--- src/rtl/softreg_bridge.sv ---
// Bridge from the shell soft-register port (no backpressure) to the shim req/resp handshake.
// Optional status register, answered locally at STATS_ADDR: define SOFTREG_BRIDGE_STATS_EN.

module srb_fifo #(
   parameter int WIDTH = 8,
   parameter int DEPTH = 16
) (
   input  logic             clk,
   input  logic             rst,
   input  logic             push,
   input  logic [WIDTH-1:0] din,
   input  logic             pop,
   output logic [WIDTH-1:0] dout,
   output logic             empty,
   output logic             full
);
   localparam int AW = (DEPTH > 1) ? $clog2(DEPTH) : 1;
   localparam int CW = $clog2(DEPTH + 1);

   logic [WIDTH-1:0] mem [DEPTH];
   logic [AW-1:0]    wp, rp;
   logic [CW-1:0]    cnt;

   always_ff @(posedge clk or negedge rst) begin
      if (!rst) begin
         wp  <= '0;
         rp  <= '0;
         cnt <= '0;
      end else begin
         if (push) wp <= (wp == AW'(DEPTH - 1)) ? '0 : wp + 1'b1;
         if (pop)  rp <= (rp == AW'(DEPTH - 1)) ? '0 : rp + 1'b1;
         case ({push, pop})
            2'b10:   cnt <= cnt + 1'b1;
            2'b01:   cnt <= cnt - 1'b1;
            default: cnt <= cnt;
         endcase
      end
   end

   // Storage needs no reset; the pointers define what is valid.
   always_ff @(posedge clk) begin
      if (push) mem[wp] <= din;
   end

   assign dout  = mem[rp];
   assign empty = (cnt == '0);
   assign full  = (cnt == CW'(DEPTH));
endmodule

module softreg_bridge #(
   parameter int          LOG_DEPTH       = 4,
   parameter int          MAX_OUTSTANDING = 8,
   parameter logic [31:0] STATS_ADDR      = 32'hFFFF_FFF0
) (
   input  logic        clk,
   input  logic        rst,
   input  logic        softreg_read_in,
   input  logic        softreg_write_in,
   input  logic [31:0] softreg_addr_in,
   input  logic [63:0] softreg_wrdata_in,
   output logic [63:0] softreg_rddata_out,
   output logic        softreg_rdvalid_out,
   output logic        shim_req_valid_out,
   input  logic        shim_req_ready_in,
   output logic [31:0] shim_req_addr_out,
   output logic [63:0] shim_req_wdata_out,
   output logic        shim_req_wr_out,
   input  logic        shim_resp_valid_in,
   output logic        shim_resp_ready_out,
   input  logic [63:0] shim_resp_rdata_in,
   output logic [15:0] drop_count_out,
   output logic        overflow_out,
   output logic [$clog2(MAX_OUTSTANDING+1)-1:0] outstanding_out
);
   localparam int OW       = $clog2(MAX_OUTSTANDING + 1);
   localparam int RQ_DEPTH = 1 << LOG_DEPTH;

   typedef struct packed {
      logic        loc;
      logic        wr;
      logic [31:0] addr;
      logic [63:0] wdata;
   } req_t;

   typedef struct packed {
      logic loc;
      logic wr;
   } tag_t;

   req_t          cap, head;
   tag_t          tag_in, tag_head;
   logic          req_strobe;
   logic          rq_push, rq_pop, rq_empty, rq_full;
   logic          tq_push, tq_pop, tq_empty, tq_full;
   logic          can_issue, issue, local_issue;
   logic          resp_fire, local_resp, vld_in;
   logic [OW-1:0] outstanding;
   logic [63:0]   stats_word;

   assign req_strobe = softreg_read_in | softreg_write_in;
   assign cap.wr     = softreg_write_in;
   assign cap.addr   = softreg_addr_in;
   assign cap.wdata  = softreg_wrdata_in;

`ifdef SOFTREG_BRIDGE_STATS_EN
   assign cap.loc = softreg_read_in & ~softreg_write_in & (softreg_addr_in == STATS_ADDR);

   always_comb begin
      stats_word          = '0;
      stats_word[63]      = overflow_out;
      stats_word[32 +: OW] = outstanding;
      stats_word[15:0]    = drop_count_out;
   end
`else
   logic unused_stats;
   assign cap.loc      = 1'b0;
   assign stats_word   = '0;
   assign unused_stats = ^STATS_ADDR;
`endif

   // Full is judged on the pre-pop count, so a same-cycle pop never frees a slot.
   assign rq_push = req_strobe & ~rq_full;

   srb_fifo #(.WIDTH($bits(req_t)), .DEPTH(RQ_DEPTH)) u_req_fifo (
      .clk   (clk),
      .rst   (rst),
      .push  (rq_push),
      .din   (cap),
      .pop   (rq_pop),
      .dout  (head),
      .empty (rq_empty),
      .full  (rq_full)
   );

   // Tag space is checked too: local entries hold tags without counting as outstanding.
   assign can_issue   = ~rq_empty & ~head.loc & (outstanding < OW'(MAX_OUTSTANDING)) & ~tq_full;
   assign issue       = can_issue & shim_req_ready_in;
   assign local_issue = ~rq_empty & head.loc & ~tq_full;
   assign rq_pop      = issue | local_issue;

   assign shim_req_valid_out = can_issue;
   assign shim_req_addr_out  = rq_empty ? '0 : head.addr;
   assign shim_req_wdata_out = rq_empty ? '0 : head.wdata;
   assign shim_req_wr_out    = ~rq_empty & head.wr;

   assign tq_push    = rq_pop;
   assign tag_in.loc = head.loc;
   assign tag_in.wr  = head.wr;

   srb_fifo #(.WIDTH($bits(tag_t)), .DEPTH(MAX_OUTSTANDING)) u_tag_fifo (
      .clk   (clk),
      .rst   (rst),
      .push  (tq_push),
      .din   (tag_in),
      .pop   (tq_pop),
      .dout  (tag_head),
      .empty (tq_empty),
      .full  (tq_full)
   );

   assign shim_resp_ready_out = ~tq_empty & ~tag_head.loc;
   assign resp_fire           = shim_resp_ready_out & shim_resp_valid_in;
   assign local_resp          = ~tq_empty & tag_head.loc;
   assign tq_pop              = resp_fire | local_resp;
   assign vld_in              = (resp_fire & ~tag_head.wr) | local_resp;
   assign outstanding_out     = outstanding;

   always_ff @(posedge clk or negedge rst) begin
      if (!rst) begin
         softreg_rdvalid_out <= 1'b0;
         softreg_rddata_out  <= '0;
         outstanding         <= '0;
         drop_count_out      <= '0;
         overflow_out        <= 1'b0;
      end else begin
         softreg_rdvalid_out <= vld_in;
         if (vld_in) softreg_rddata_out <= local_resp ? stats_word : shim_resp_rdata_in;
         case ({issue, resp_fire})
            2'b10:   outstanding <= outstanding + 1'b1;
            2'b01:   outstanding <= outstanding - 1'b1;
            default: outstanding <= outstanding;
         endcase
         if (req_strobe & rq_full) begin
            overflow_out <= 1'b1;
            if (drop_count_out != 16'hFFFF) drop_count_out <= drop_count_out + 16'd1;
         end
      end
   end
endmodule

--- config.mk ---
export PLATFORM = sky130hd
export DESIGN_NAME = softreg_bridge
export DESIGN_NICKNAME = d
export VERILOG_FILES = /design/src/rtl/softreg_bridge.sv
export SDC_FILE = /design/constraint.sdc
export NUM_CORES = 2
export LEC_CHECK = 0
export CELL_PAD_IN_SITES_DETAIL_PLACEMENT = 1
export CELL_PAD_IN_SITES_GLOBAL_PLACEMENT = 2
export CORE_ASPECT_RATIO = 0.8
export CORE_UTILIZATION = 43
export CTS_CLUSTER_SIZE = 10
export DETAILED_ROUTE_END_ITERATION = 8
export PLACE_DENSITY = 0.8
export SLEW_MARGIN = 10
export SYNTH_ARGS = -nofsm -noshare
export SYNTH_HDL_FRONTEND = slang
export SYNTH_SLANG_ARGS = --single-unit
--- constraint.sdc ---
create_clock -name clk -period 4 [get_ports clk]
set_input_delay 0.6 -clock clk [delete_from_list [all_inputs] [get_ports clk]]
set_output_delay 0.6 -clock clk [all_outputs]
set_load 0.005 [all_outputs]
== Yosys cells after proc, flatten, opt, wreduce, memory -nomap -nowiden ==
Memory sizes are Yosys's and may differ from the RTL's.
Cells that the tools add are included.

* Register bits after elaboration: 109
* Input bits: 166
* Memories kept: 2
* Output and inout port bits: 185
* Memory bits (writable): 1568
* Logic and storage cells: 82

* Bitwise gates (word level): 24
* Reduce and logical (&&, ||, !) cells: 6
* Equal/unequal tests: 13
* Add/subtract/negate cells: 11
* $lt $le $gt $ge: 1
* Muxes and demuxes: 14

{| class="wikitable"
|+ Memories
! memory !! depth !! bits a word !! read ports !! clocked after memory_dff !! write ports !! line !! text
|-
| u_req_fifo.mem || 16 || 97 || 1 || 0 || 1 || 20 || <nowiki>logic [WIDTH-1:0] mem [DEPTH];</nowiki>
|-
| u_tag_fifo.mem || 8 || 2 || 1 || 0 || 1 || 20 ||
|}

{| class="wikitable"
|+ Operator list
! kind !! number
|-
| $mux W64 || 2
|-
| $mux W32 || 1
|-
| $add A16 B1 Y16 const B || 1
|-
| $add A4 B1 Y4 const B || 4
|-
| $ne A16 B16 Y1 const B || 1
|-
| $pmux W4 S2 || 2
|-
| $and A1 B1 Y1 || 12
|-
| $eq A4 B4 Y1 const B || 3
|-
| $pmux W5 S2 || 1
|-
| $mux W4 || 2
|-
| $sub A4 B1 Y4 const B || 2
|-
| $add A3 B1 Y3 const B || 2
|-
| $eq A2 B1 Y1 const B || 3
|-
| $eq A2 B2 Y1 const B || 3
|-
| $eq A3 B3 Y1 const B || 2
|-
| $mux W3 || 2
|-
| $not A1 Y1 || 6
|-
| $reduce_bool A2 Y1 || 3
|-
| $add A5 B1 Y5 const B || 1
|-
| $eq A5 B5 Y1 const B || 1
|-
| $logic_not A5 Y1 || 1
|-
| $sub A5 B1 Y5 const B || 1
|-
| $logic_not A4 Y1 || 1
|-
| $lt A4 B4 Y1 const B || 1
|-
| other kinds (5) || 11
|}

== Logic depth before layout (Yosys ltp) ==
* Word-level depth: 9
* Mapped depth: 12
* Depth with buffers taken out: 10

== Cells and area by module ==
Synthesis repeated with hierarchy kept, for this count alone.

* Cells, all modules: 3068
* Area, all modules: 64876.0 um^2

{| class="wikitable"
|+ Modules (own cells, without submodules)
! module !! area an instance (um^2) !! times used !! cells an instance !! seq. area each (um^2)
|-
| srb_fifo at u_req_fifo || 59169.2 || 1 || 2495 || 47410.5
|-
| softreg_bridge || 4488.1 || 1 || 494 || 2152.1
|-
| srb_fifo at u_tag_fifo || 1218.7 || 1 || 79 || 730.7
|}

== Worst setup path after synthesis ==
Ideal clock, no wire load.

* Path kind: in2reg
* Start point: input port softreg_write_in
* End point: memory u_req_fifo.mem[10][0] (netlist bit) (enable)
* Stages on the path: 5
* Data required time: 3534 ps
* Arrival: 3677 ps
* Setup slack: -144 ps
* Library setup time: 466 ps
* Path through: nor2_1 a21oi_1 inv_1 nor3b_1 and2_1

* Word-level cells in the longest chain between the ends: 4

{| class="wikitable"
|+ Ends and longest elaborated chain
! element !! line !! text
|-
| start, declared || 58 || <nowiki>input logic softreg_write_in,</nowiki>
|-
| $or A1 B1 Y1 || 100 || <nowiki>assign req_strobe = softreg_read_in | softreg_write_in;</nowiki>
|-
| $and A1 B1 Y1 || 122 || <nowiki>assign rq_push = req_strobe & ~rq_full;</nowiki>
|-
| $mux W1 || 42 || <nowiki>if (push) mem[wp] <= din;</nowiki>
|-
| $mux W1 (implied by the code) || 42 ||
|-
| end, declared || 20 ||
|}

Every way passes these cells.

== Worst setup path in the final report ==
* Start point: register u_req_fifo.rp[0]
* End point: output port shim_req_wdata_out[1]

* Word-level cells in the longest chain between the ends: 2

{| class="wikitable"
|+ Ends and longest elaborated chain
! element !! line !! text
|-
| start, declared || 21 || <nowiki>logic [AW-1:0] wp, rp;</nowiki>
|-
| start signal, assigned || 31 || <nowiki>if (pop) rp <= (rp == AW'(DEPTH - 1)) ? '0 : rp + 1'b1;</nowiki>
|-
| $mem_v2 Z16 W97 || - ||
|-
| $mux W64 || 143 || <nowiki>assign shim_req_wdata_out = rq_empty ? '0 : head.wdata;</nowiki>
|-
| end, declared || 66 || <nowiki>output logic [63:0] shim_req_wdata_out,</nowiki>
|}

Every way passes these cells.

==> impl_metrics.toml <==
[status]
outcome = "finished clean"

[finish]
fin_nets = 3485
final_area_um2 = 76700
register_area_um2 = 49600
drive_above_1_share = 0.250
fillers = 12800
multi_input_area_um2 = 13700
final_util = 0.520
syn_to_final_growth_pct = 20.2

[critical_path]
cp.required_ps = 3400
worstPathArrival_ps = 3350
cp_max_fo = 12
cp-end-kind = "output port"
crit_type = "flop to output port"
startpoint_type = "flop"

[place]
numPortBuffers = 350
postPlaceCellArea_um2 = 71000
gp_congestion = 0.728
place_ws_ps = 505
dpl.hpwl_um = 85300

[route]
drc = 0
drt_iter0_markers = 2664
vias_per_cell = 5.77
drtAntennaViolNets = 0
wl_per_cell_um = 29.7
vias = 30800
first_pass_iters = 5
wl_um = 159000

[yosys]
synth_commonest_cells = "1,560 x edfxtp_1, 389 x mux4_2, 197 x mux2i_1, 109 x dfrtp_1, 96 x o22ai_1"
yosysTopAreaCellShare = 0.734
syn_avg_cell_area_um2 = 22.9
synth_top_area_cell = "edfxtp_1"
synth_nets = 2972
synthCells = 2788
yosys-top-cells-area = "edfxtp_1 73%, mux4_2 14%, dfrtp_1 4.3%, mux2i_1 3.1%, mux2_2 1.3%"
async_reset_ff_frac = 0.0653
yosysSeqAreaShare = 0.777
synthFlopType = "edfxtp_1"
yosysWarnings = 0
ys_types = 51
syn_area_um2 = 63800
synth-seq-cells = 1669
synth_edf_count = 1560
synth.most_common_cell = "edfxtp_1"

[die]
start_util = 0.433
die_h_um = 347
die_w_um = 433
rows = 126
pin_count = 351
core_area_um2 = 147000
dieArea_um2 = 150000

[grt]
antenna_found_initial = 16
grt_pass1_wl_um = 229000
grt_overflow = 0
grt_pass1_vias = 32800
grt_use_total = 0.212
grt_start_max_net_pins = 69

[clock_tree]
cts_htree_levels = 4
cts_tree = "built"
clk_pin_slew_worst_paths_ps = 60
clock_latency_ps = 820
cts_buffers = 187
cts.sinks = 1669
cts_buffer_depth = 3
root_buffer = "clkbuf_16"

[sta]
fmax_mhz = 253
layout_setup_ws_ps = 54.6
finalHoldViolCount = 0
skew_ps = 48.7
min_period_ps = 3950
rsz0062_at_grt = "yes"
worst_pin_slew_ps = 747
final.period_utilization = 0.986
setup_viol = 0
finalMaxSlewViolations = 0
slew_headroom = 0.502

[job]
maxCapViolCount = 0

[worst_hold_path]
hp-class = "input pin to flop"

[pwr]
pwr_density_cell_nw_per_um2 = 744
power.leakage_nw = 24.9
irDropWorstVdd_mv = 0.467
logic make-up (layout without fill, tap and decap cells):
group | Yosys count | after routing | synth area share
muxes | 658 | 658 | 0.181
xor gates and xnor gates | 31 | 31 | 0.00426
buffers and inverters | 162 | 723 | 0.0107
AOI/OAI and AO/OA | 133 | 133 | 0.0130
and+or+nand+nor | 117 | 117 | 0.0106
DFF | 1669 | 1669 | 0.777
other | 0 | 8 | 0
adders and majority gates | 18 | 18 | 0.00353
through the flow:
stage          TNS, ps  cells  hold WS, ps  power [W]
6_report             0   5341          399     0.0571
3_5_place_dp         0   5074          460     0.0419
4_1_cts           -345   5328          331     0.0576
3_3_place_gp         0   5074          451     0.0414
2_1_floorplan        0   2788          304     0.0333
5_1_grt          -55.7   5340          365     0.0593
worst max-delay path, cell delays in order, from the launching register on:
cell             delay, ps
dfrtp_4                490
buf_12                 160
buf_4                  190
clkbuf_16              200
mux4_2                 350
mux2i_1                 70
o22ai_1                470
clkdlybuf4s50_1        610
cell type report:
| type | instances | area share |
|---|---|---|
| inverters | 9 | 0.000441 |
| clock buffers | 220 | 0.0637 |
| flip-flops and latches | 1669 | 0.647 |
| multi-input cells | 957 | 0.179 |
| clock inverters | 17 | 0.00366 |
| well taps | 1984 | 0.0324 |
| repair buffers | 477 | 0.0742 |
| diodes | 8 | 0.000261 |
registers in the layout, indices dropped and copies added, names as in the netlist, 3 cells and up:
signal              cells
drop_count_out         16
outstanding_out         4
softreg_rddata_out     64
u_req_fifo.cnt          5
u_req_fifo.mem       1552
u_req_fifo.rp           4
u_req_fifo.wp           4
u_tag_fifo.cnt          4
u_tag_fifo.mem          8
u_tag_fifo.rp           3
u_tag_fifo.wp           3
where the power goes:
group / leakage (nW) / internal (W) / switching (W)
clock: 2.51 / 0.00853 / 0.00652
sequential: 15.4 / 0.0220 / 0.000961
combinational: 6.93 / 0.00959 / 0.00951
path summary, 6_finish.rpt:
kind	start	to	slack, ps	cells past startpoint
worst min register to register	overflow_out$_DFFE_PN0P_	overflow_out$_DFFE_PN0P_	470	1
min in group asynchronous	rst	softreg_rddata_out[12]$_DFFE_PN0P_	430	2
worst max register to register	u_tag_fifo.cnt[1]$_DFFE_PN0P_	u_req_fifo.cnt[4]$_DFFE_PN0P_	610	10
worst max-delay path	u_req_fifo.rp[0]$_DFFE_PN0P_	shim_req_wdata_out[1]	50	7
max in group asynchronous	rst	softreg_rddata_out[2]$_DFFE_PN0P_	2750	3
worst min-delay path	shim_resp_rdata_in[32]	softreg_rddata_out[32]$_DFFE_PN0P_	400	2
metal layers:
layer  routed length [µm]  track usage  share of wire  vias up
met5                   55            0        0.00035        -
met4                 3560       0.0648          0.022       10
met3                 9960       0.0420          0.063      212
met2                77900        0.342           0.49     1143
met1                67300        0.291           0.42    16700
li1                     -            -              -    12800
what timing repair did:
item                                   CTS  global route
setup buffers                           13             2
hold buffers                             1             0
endpoints found under the hold margin   49             0
cloned                                   3             3
gates resized for setup                 25            12
setup endpoints to repair               87            59
placed cells by master (no fill, tap or decap), types with 12 or more instances in the layout:
cell type        instances
and2_4                  16
buf_12                  70
buf_16                  13
buf_4                   35
clkbuf_1                28
clkbuf_16              193
clkdlybuf4s50_1        346
dfrtp_1                106
edfxtp_1              1560
ha_1                    18
mux2_2                  72
mux2i_1                186
mux4_2                 389
nand2_1                 17
nor2_1                  15
nor3_1                  12
o21ai_0                 13
o22ai_1                 93
xor2_1                  25
Power figures use the tool's default switching activity.
